### src/rtl/gates_sched_pkg.sv
// rtl/gates_sched_pkg.sv - shared op codes, output-stage states and default sizes
// Provides:
//   op_e        : neighbour-gate op codes carried on req_op / rsp_op
//   out_state_e : output register occupancy
//   DEF_W       : default vector width
//   DEF_N_REQ   : default requester count
package gates_sched_pkg;

  typedef enum logic [1:0] {
    OP_BOTH = 2'd0,
    OP_ANY  = 2'd1,
    OP_DIFF = 2'd2,
    OP_RSVD = 2'd3
  } op_e;

  typedef enum logic {
    ST_EMPTY = 1'b0,
    ST_FULL  = 1'b1
  } out_state_e;

  localparam int DEF_W     = 100;
  localparam int DEF_N_REQ = 4;

endpackage

### src/rtl/gates_vec_unit.sv
// rtl/gates_vec_unit.sv - combinational neighbour-gate engine
// Ports:
//   x  in  [W]  operand vector
//   op in  [2]  op code (BOTH / ANY / DIFF / RSVD)
//   y  out [W]  result vector
module gates_vec_unit
  import gates_sched_pkg::*;
#(
  parameter int W = DEF_W
) (
  input  logic [W-1:0] x,
  input  logic [1:0]   op,
  output logic [W-1:0] y
);

  always_comb begin
    y = '0;
    case (op_e'(op))
      // x >> 1 brings a zero into the top bit, so bit W-1 is 0.
      OP_BOTH: y = x & (x >> 1);
      // Bit 0 has no lower neighbour and is forced to 0.
      OP_ANY: begin
        y    = x | (x << 1);
        y[0] = 1'b0;
      end
      // Neighbour of the top bit wraps around to bit 0.
      OP_DIFF: y = x ^ {x[0], x[W-1:1]};
      default: y = '0;
    endcase
  end

endmodule

### src/rtl/gates_vec_sched.sv
// rtl/gates_vec_sched.sv - round-robin scheduler sharing one gate engine among requesters
// Ports:
//   clk, resetn            clock, synchronous active-low reset
//   req_valid [N_REQ]      per-requester valid
//   req_ready [N_REQ]      one-hot (or zero) accept
//   req_data  [N_REQ*W]    requester i at [i*W +: W]
//   req_op    [N_REQ*2]    requester i at [i*2 +: 2]
//   rsp_valid/rsp_ready    response handshake
//   rsp_data [W], rsp_id [IDW], rsp_op [2]  registered result
//   done_cnt [CNTW]        saturating count of response handshakes
module gates_vec_sched
  import gates_sched_pkg::*;
#(
  parameter int W     = DEF_W,
  parameter int N_REQ = DEF_N_REQ,
  parameter int IDW   = $clog2(N_REQ),
  parameter int CNTW  = 16
) (
  input  logic               clk,
  input  logic               resetn,
  input  logic [N_REQ-1:0]   req_valid,
  output logic [N_REQ-1:0]   req_ready,
  input  logic [N_REQ*W-1:0] req_data,
  input  logic [N_REQ*2-1:0] req_op,
  output logic               rsp_valid,
  input  logic               rsp_ready,
  output logic [W-1:0]       rsp_data,
  output logic [IDW-1:0]     rsp_id,
  output logic [1:0]         rsp_op,
  output logic [CNTW-1:0]    done_cnt
);

  out_state_e     state;
  logic [IDW-1:0] rr_ptr;
  logic [IDW-1:0] gnt_idx;
  logic [IDW-1:0] cand;
  logic           gnt_found;
  logic           can_accept;
  logic           req_hs;
  logic [W-1:0]   unit_x;
  logic [W-1:0]   unit_y;
  logic [1:0]     unit_op;

  assign rsp_valid  = (state == ST_FULL);
  // The output slot frees up in the same cycle it is consumed.
  assign can_accept = !rsp_valid || rsp_ready;

  // First valid requester at or after rr_ptr; N_REQ is a power of two,
  // so the IDW-bit add wraps modulo N_REQ by itself.
  always_comb begin
    gnt_found = 1'b0;
    gnt_idx   = '0;
    cand      = '0;
    for (int k = 0; k < N_REQ; k++) begin
      cand = rr_ptr + IDW'(k);
      if (!gnt_found && req_valid[cand]) begin
        gnt_found = 1'b1;
        gnt_idx   = cand;
      end
    end
  end

  always_comb begin
    req_ready = '0;
    if (resetn && gnt_found && can_accept) req_ready[gnt_idx] = 1'b1;
  end

  assign req_hs  = |req_ready;
  assign unit_x  = req_data[gnt_idx*W +: W];
  assign unit_op = req_op[gnt_idx*2 +: 2];

  gates_vec_unit #(.W(W)) u_unit (
    .x  (unit_x),
    .op (unit_op),
    .y  (unit_y)
  );

  always_ff @(posedge clk) begin
    if (!resetn) begin
      state    <= ST_EMPTY;
      rsp_data <= '0;
      rsp_id   <= '0;
      rsp_op   <= '0;
      rr_ptr   <= '0;
      done_cnt <= '0;
    end else begin
      if (rsp_valid && rsp_ready && (done_cnt != '1))
        done_cnt <= done_cnt + 1'b1;
      if (req_hs) begin
        state    <= ST_FULL;
        rsp_data <= unit_y;
        rsp_id   <= gnt_idx;
        rsp_op   <= unit_op;
        rr_ptr   <= gnt_idx + 1'b1;
      end else if (rsp_ready) begin
        // Payload fields keep their last values once drained.
        state <= ST_EMPTY;
      end
    end
  end

endmodule
### config.mk
export PLATFORM = sky130hd
export DESIGN_NAME = gates_vec_sched
export DESIGN_NICKNAME = d
export VERILOG_FILES = /design/src/rtl/gates_sched_pkg.sv /design/src/rtl/gates_vec_unit.sv /design/src/rtl/gates_vec_sched.sv
export SDC_FILE = /design/constraint.sdc
export NUM_CORES = 1
export LEC_CHECK = 0
export CAP_MARGIN = 30
export CORE_AREA = 2 2 207 209
export CTS_BUF_LIST = sky130_fd_sc_hd__clkbuf_8 sky130_fd_sc_hd__clkbuf_16
export CTS_CLUSTER_DIAMETER = 150
export CTS_CLUSTER_SIZE = 30
export DETAILED_ROUTE_END_ITERATION = 16
export DIE_AREA = 0 0 209 211
export GPL_ROUTABILITY_DRIVEN = 0
export HOLD_SLACK_MARGIN = 0.05
export PLACE_DENSITY_LB_ADDON = 0.2
export SETUP_SLACK_MARGIN = 0.1
export SLEW_MARGIN = 15
export SYNTH_ARGS = -nofsm -noshare
export SYNTH_HDL_FRONTEND = slang
export SYNTH_SLANG_ARGS = --single-unit
### constraint.sdc
create_clock -name clk -period 10.38 [get_ports clk]
set_clock_uncertainty 0.1 [all_clocks]
set_input_delay 1.038 -clock clk [delete_from_list [all_inputs] [get_ports clk]]
set_output_delay 1.038 -clock clk [all_outputs]
set_load 0.01 [all_outputs]
# Yosys cells after proc, flatten, opt, wreduce, memory -nomap -nowiden
# Index checks and enable logic that the tools add are counted.
# Widths: inputs -> output; s select.
dict set report word_totals {
  regBits 123
  in_bits 415
  out_inout_bits 125
  wordCells 64
}
dict set report classes {
  addsub 5
  mul 1
  n_lt_le_gt_ge 6
  n_eq_ne 3
  n_shift 2
  mux 22
  n_bitwise 3
  reduce_logical 16
}
# op n
set ops {}
lappend ops {{$shiftx 400x10->100} 1}
lappend ops {{$pmux 100 s3} 1}
lappend ops {{$and 100x99->100} 1}
lappend ops {{$or 100x100->100} 1}
lappend ops {{$xor 100x100->100} 1}
lappend ops {{$add 16x1->16 const B} 1}
lappend ops {{$ne 16x16->1 const B} 1}
lappend ops {{$lt 2x3->1 const B} 5}
lappend ops {{$mux 1} 11}
lappend ops {{$bmux 1 s2} 4}
lappend ops {{$logic_and 1x1->1} 8}
lappend ops {{$mux 2} 4}
lappend ops {{$shiftx 8x4->2} 1}
lappend ops {{$mul 2x5->7 const B} 1}
lappend ops {{$add 2x1->2 const B} 2}
lappend ops {{$add 2x2->2 const B} 2}
lappend ops {{$logic_not 1->1} 4}
lappend ops {{$mux 4} 1}
lappend ops {{$reduce_or 4->1} 1}
lappend ops {{$demux 1 s2} 1}
lappend ops {{$eq 2x1->1 const B} 1}
lappend ops {{$eq 2x2->1 const B} 1}
lappend ops {{$ge 2x1->1 const B} 1}
lappend ops {{$logic_not 2->1} 1}
lappend ops {{2 further kinds} 2}

# Longest topological paths before layout
dict set report logic_depth {
  depth_word 19
  mapped_depth 16
  mapped_depth_nobuf 10
}

# Cells and area by module
# Synthesis repeated with hierarchy kept, for this count alone.
dict set report hier_totals {
  cells_unflattened 1453
  hier_area_um2 12743.5
}
# mod instances cells_per_inst area_per_inst_um2 seq_area_each_um2
set modules_own_cells {}
lappend modules_own_cells {gates_vec_sched 1 920 7897.6 2462.4}
lappend modules_own_cells {gates_vec_unit 1 533 4845.9 0.0}

# Worst setup path before layout
# OpenSTA, ideal clock, no wires.
dict set report synth_timing {
  path_type {input to register}
  startpoint {input port req_valid[2]}
  endpoint {register rsp_data[10]}
  setup_time_ps 83
  arrival_ps 4416
  required_ps 10197
  path_slack_ps 5781
  path_stages 16
  n_path_buf 7
  path_cell_list {nor2b_1 > buf_6 > a211o_1 > buf_2 > nand2_2 > inv_2 > buf_4 > clkbuf_1 > ha_1 > o41ai_1 > and2_1 > clkbuf_1 > clkbuf_1 > clkbuf_1 > nand2_1 > o221ai_1}
}
dict set report synth_between {
  elab_chain_len 18
  word_cells_on_any_way 41
  cone_classes {mul: 1; order compare: 2; eq/ne: 2; shift: 2; mux: 20; bitwise: 3; reduce/logical: 11}
}
# element line_no
set synth_rtl {}
lappend synth_rtl {{from (decl)} gates_vec_sched.sv:21} ;# input logic [N_REQ-1:0] req_valid,
lappend synth_rtl {{$bmux 1 s2} gates_vec_sched.sv:56} ;# if (!gnt_found && req_valid[cand]) begin
lappend synth_rtl {{$mux 1 (implied by the code)} gates_vec_sched.sv:56}
lappend synth_rtl {{$mux 1} gates_vec_sched.sv:56}
lappend synth_rtl {{$logic_not 1->1} gates_vec_sched.sv:56}
lappend synth_rtl {{$logic_and 1x1->1} gates_vec_sched.sv:56}
lappend synth_rtl {{$mux 1} gates_vec_sched.sv:56}
lappend synth_rtl {{$logic_not 1->1} gates_vec_sched.sv:56}
lappend synth_rtl {{$logic_and 1x1->1} gates_vec_sched.sv:56}
lappend synth_rtl {{$mux 1} gates_vec_sched.sv:56}
lappend synth_rtl {{$logic_not 1->1} gates_vec_sched.sv:56}
lappend synth_rtl {{$logic_and 1x1->1} gates_vec_sched.sv:56}
lappend synth_rtl {{$mux 2 *} gates_vec_sched.sv:56}
lappend synth_rtl {{named net gnt_idx[1]} gates_vec_sched.sv:35} ;# logic [IDW-1:0] gnt_idx;
lappend synth_rtl {{parallel branches: the longest is 6 deep, another holds $mul 2x5->7} --}
lappend synth_rtl {{to (signal assigned)} gates_vec_sched.sv:91} ;# rsp_data <= unit_y;
lappend synth_rtl {{to (decl)} gates_vec_sched.sv:27} ;# output logic [W-1:0] rsp_data,
# Mark *: on every way through the listed nets, which the timed path passes. The select of a mux whose other input is x is not followed.
# A chain may end at the register's enable or synchronous reset.

# Worst setup path in the final report
dict set report layout_timing {
  startpoint {input port req_valid[2]}
  endpoint {output port req_ready[2]}
}
dict set report layout_between {
  elab_chain_len 17
  word_cells_on_any_way 30
  cone_classes {order compare: 2; mux: 19; reduce/logical: 9}
}
# element line_no
set layout_rtl {}
lappend layout_rtl {{$bmux 1 s2} gates_vec_sched.sv:56}
lappend layout_rtl {{$mux 1 (implied by the code)} gates_vec_sched.sv:56}
lappend layout_rtl {{$mux 1} gates_vec_sched.sv:56}
lappend layout_rtl {{$logic_not 1->1} gates_vec_sched.sv:56}
lappend layout_rtl {{$logic_and 1x1->1} gates_vec_sched.sv:56}
lappend layout_rtl {{$mux 1} gates_vec_sched.sv:56}
lappend layout_rtl {{$logic_not 1->1} gates_vec_sched.sv:56}
lappend layout_rtl {{$logic_and 1x1->1} gates_vec_sched.sv:56}
lappend layout_rtl {{$mux 1} gates_vec_sched.sv:56}
lappend layout_rtl {{$logic_not 1->1} gates_vec_sched.sv:56}
lappend layout_rtl {{$logic_and 1x1->1} gates_vec_sched.sv:56}
lappend layout_rtl {{$mux 2} gates_vec_sched.sv:56}
lappend layout_rtl {{$lt 2x3->1 (implied by the code) / $ge 2x1->1 (equally long branches)} gates_vec_sched.sv:65} ;# if (resetn && gnt_found && can_accept) req_ready[gnt_idx] = 1'b1;
lappend layout_rtl {{$logic_and 1x1->1 (implied by the code)} gates_vec_sched.sv:65}
lappend layout_rtl {{$mux 1 (implied by the code)} gates_vec_sched.sv:65}
lappend layout_rtl {{$demux 1 s2} gates_vec_sched.sv:65}
lappend layout_rtl {{$mux 4 *} gates_vec_sched.sv:65}
lappend layout_rtl {{to (decl)} gates_vec_sched.sv:22} ;# output logic [N_REQ-1:0] req_ready,
# Mark *: on every way between the ends. The rest lies on a longest branch, timed or not. The select of a mux whose other input is x is not followed.

==> impl_metrics.py <==
metrics = {
    "layout": {
        "area_growth_pct": 56.2,
        "design_area_sq_mm": 0.0175,
        "fill_cells": 4346,
        "multi_input_area_sq_mm": 0.00803,
        "nNetsFinal": 2472,
        "final_layout_size_suffix_gt1_share_pct": 3.73,
        "seqCellArea_sq_mm": 0.00246,
        "utilization_pct": 42.0,
    },
    "pwr": {
        "p_sw_mw": 1.48,
        "p_seq_share_pct": 21.3,
        "power.share.switching_pct": 42.7,
        "pwr-share-clk_pct": 18.7,
        "power_leakage_nw": 6.46,
        "max-vdd-ir-drop_uv": 101,
        "comb_power_share_pct": 60.0,
        "intPower_mw": 1.98,
        "power_density_mw_per_mm2": 198,
    },
    "worst_setup_path": {
        "crit_arrival_ns": 4.48,
        "worstRegToRegCells": 8,
        "endpoint_kind": "output port",
        "r2r-start": "rr_ptr[1]$_SDFFE_PN0P_",
        "r2r_slack_ns": 5.82,
        "path_common_cell": "clkdlybuf4s50_1",
        "start_kind": "input pin",
        "crit_fanout": 42,
        "worstPathRequired_ns": 9.24,
        "crit_type": "in -> out",
        "crit_slowest_cell": "nor2b_1",
        "slowest_delay_ns": 0.63,
        "worstPathCellList": "clkdlybuf4s50_1, nor2b_1, a211o_1, nand2_4, inv_4, ha_1, and2_1, clkdlybuf4s50_1",
        "r2r-end": "rsp_data[97]$_SDFFE_PN0P_",
    },
    "yosys": {
        "synth_warnings": 0,
        "synthesis.nets": 2064,
        "synthMuxAreaShare_pct": 0.0892,
        "synth_edf_count": 0,
        "ys_ff_latch": 123,
        "synthTopCellsByCount": "nand3_1 (384), nand2_1 (211), o21ai_0 (196)",
        "synth_cells": 1642,
        "synth.distinct_cells": 68,
        "syn_avg_cell_area_sq_um": 6.83,
        "syn_area_sq_mm": 0.0112,
        "yosysTopAreaCell": "dfxtp_1",
        "synthSimpleGateAreaFrac_pct": 29.5,
        "synth_xor_area_share_pct": 8.51,
        "yosysMostFrequentCell": "nand3_1",
        "synth_top_family_by_area": "compound AO/OA/AOI/OAI gates",
        "yosys.area.top_type_share_pct": 21.9,
        "async_flop_share_pct": 0,
        "synth-main-ff-cell": "dfxtp_1",
        "synth_compound_area_share_pct": 32.0,
        "seq_area_frac_synth_pct": 21.9,
        "synthAdderAreaFrac_pct": 0.780,
        "ys_top_cells_by_area": "dfxtp_1 (22%), nand3_1 (17%), o21ai_0 (8.7%)",
    },
    "detailed_routing": {
        "finalWirelength_um": 54700,
        "via_per_inst": 5.57,
        "drt-wirelength-per-cell_um": 21.0,
        "drt_iter0_drc": 1230,
        "drc": 0,
        "ant_nets": 0,
        "vias": 14500,
        "dr.pass1.iters": 7,
    },
    "worst_hold_path": {
        "hp-start": "rsp_data[68]$_SDFFE_PN0P_",
        "hold_path_end": "rsp_data[68]$_SDFFE_PN0P_",
        "whs_path_depth": 2,
        "hold_class": "reg -> reg",
    },
    "sta": {
        "finalSetupViolCount": 0,
        "tns_ns": 0,
        "fin_ws_ns": 4.76,
        "slew_viol_final": 0,
        "timing.final.crit_share_pct": 54.1,
        "hold_ws_ns": 0.360,
        "relSlewSlack_pct": 31.7,
        "hold_viol": 0,
        "period_minus_slack_ns": 5.62,
        "timing.fmax_ghz": 0.178,
        "rsz0062_at_grt": "false",
        "tightestPinTransition_ns": 1.02,
    },
    "floorplan": {
        "core_sq_mm": 0.0418,
        "initial_core_util_pct": 26.9,
        "die_area_sq_mm": 0.0441,
        "fp.dieW_um": 209,
        "fp-row-count": 75,
        "die_h_um": 211,
        "io-pin-count": 540,
    },
    "cts": {
        "clkTransAtPathRegs_ns": 0.06,
        "clkLatencyLatePin_ns": 0.44,
        "cts-resized-gates": 0,
        "clockBufferDepth": 2,
        "cts_hold_buffers": 0,
        "cts_max_level": 4,
        "post-cts-setup-buffers": 0,
        "clock-sinks": 123,
        "numCtsBuffers": 17,
        "root_buffer": "clkbuf_16",
        "tritoncts": "built",
    },
    "grt": {
        "grt_pass1_vias": 13900,
        "grt.total_usage_pct": 23.8,
        "grt-ovfl-total": 0,
        "grt_pass1_wl_um": 82200,
        "grt_max_degree": 112,
        "antenna_found_initial": 5,
    },
    "placement": {
        "io_buffers": 539,
        "dpl-instance-area_sq_mm": 0.0168,
        "pre_cts_slack_ns": 4.63,
        "hpwlAfterDp_um": 40600,
    },
    "flow_run": {
        "maxCapViolCount": 0,
    },
    "status": {
        "status": "complete, no violations",
    },
}
## worst max-delay path by stage
stage | start | endpoint | depth (start not counted)
finish | req_valid[2] | req_ready[2] | 8
global route | req_valid[2] | req_ready[2] | 8
CTS | req_valid[2] | req_ready[2] | 8
detailed placement | req_valid[1] | rsp_data[97]$_SDFFE_PN0P_ | 10
global placement | req_valid[1] | rsp_data[97]$_SDFFE_PN0P_ | 10
floorplan | req_valid[2] | rsp_data[10]$_SDFFE_PN0P_ | 16
## logic make-up (layout without fill, tap and decap cells)
group,count (synthesis),after routing
AO/OA/AOI/OAI,536,536
XOR/XNOR,109,109
adder cells (fa/ha/maj),7,7
buffers and inverters,178,599
flip-flops,123,123
multiplexers,1,1
other,0,4
AND/OR/NAND/NOR,688,688
## sequential cells by signal, summed over array words and instances (netlist names)
name and cells:
rr_ptr 2, rsp_op 2, rsp_data 100, done_cnt 16, rsp_valid 1, rsp_id 2
## per-stage QoR
step | total power [mW] | instances
detailed placement | 2.81 | 2566
global placement | 2.77 | 2561
global route | 3.70 | 2606
CTS | 3.48 | 2598
finish | 3.46 | 2606
floorplan | 1.96 | 1642
## power groups by stage
| stage | Clock (mW) | Sequential [mW] | Combinational (mW) |
|---|---|---|---|
| 2_1_floorplan | 0 | 0.803 | 1.15 |
| 3_3_place_gp | 0 | 0.741 | 2.03 |
| 3_5_place_dp | 0 | 0.744 | 2.07 |
| 4_1_cts | 0.664 | 0.738 | 2.08 |
| 5_1_grt | 0.683 | 0.757 | 2.26 |
| 6_report | 0.648 | 0.738 | 2.08 |
## layout by cell type (no fill, tap or decap), drive strengths merged, types with 19 or more instances in the layout
master and count:
nand2 214, o21ai 199, a21oi 96, nand3 384, xnor2 103, clkdlybuf4s50 539
o221ai 92, o22a 89, and2 19, dfxtp 123, buf 23
## critical path: cells and delay by family
family / cells / cell delay (ns)
buffers and inverters: 3 / 1.59
AOI/OAI and AO/OA: 1 / 0.38
and+or+nand+nor: 3 / 1.15
adders and majority gates: 1 / 0.30
## layer usage
| layer | wire length, um | track usage [%] | vias up |
|---|---|---|---|
| met3 | 3290 | 4.36 | 72 |
| met2 | 26700 | 40.9 | 575 |
| met4 | 1380 | 8.05 | 2 |
| met5 | 13 | 0 | - |
| li1 | - | - | 6964 |
| met1 | 23400 | 29.9 | 6903 |
## final cells by class
class	count	area share, %
diodes	4	0.0571
clock buffers	17	2.43
clock inverters	15	1.08
inverters	5	0.121
multi-input cells	1341	45.8
flip-flops and latches	123	14.0
well taps	539	3.85
repair buffers	562	32.7
Note: power is estimated with default switching activity, not from simulation.
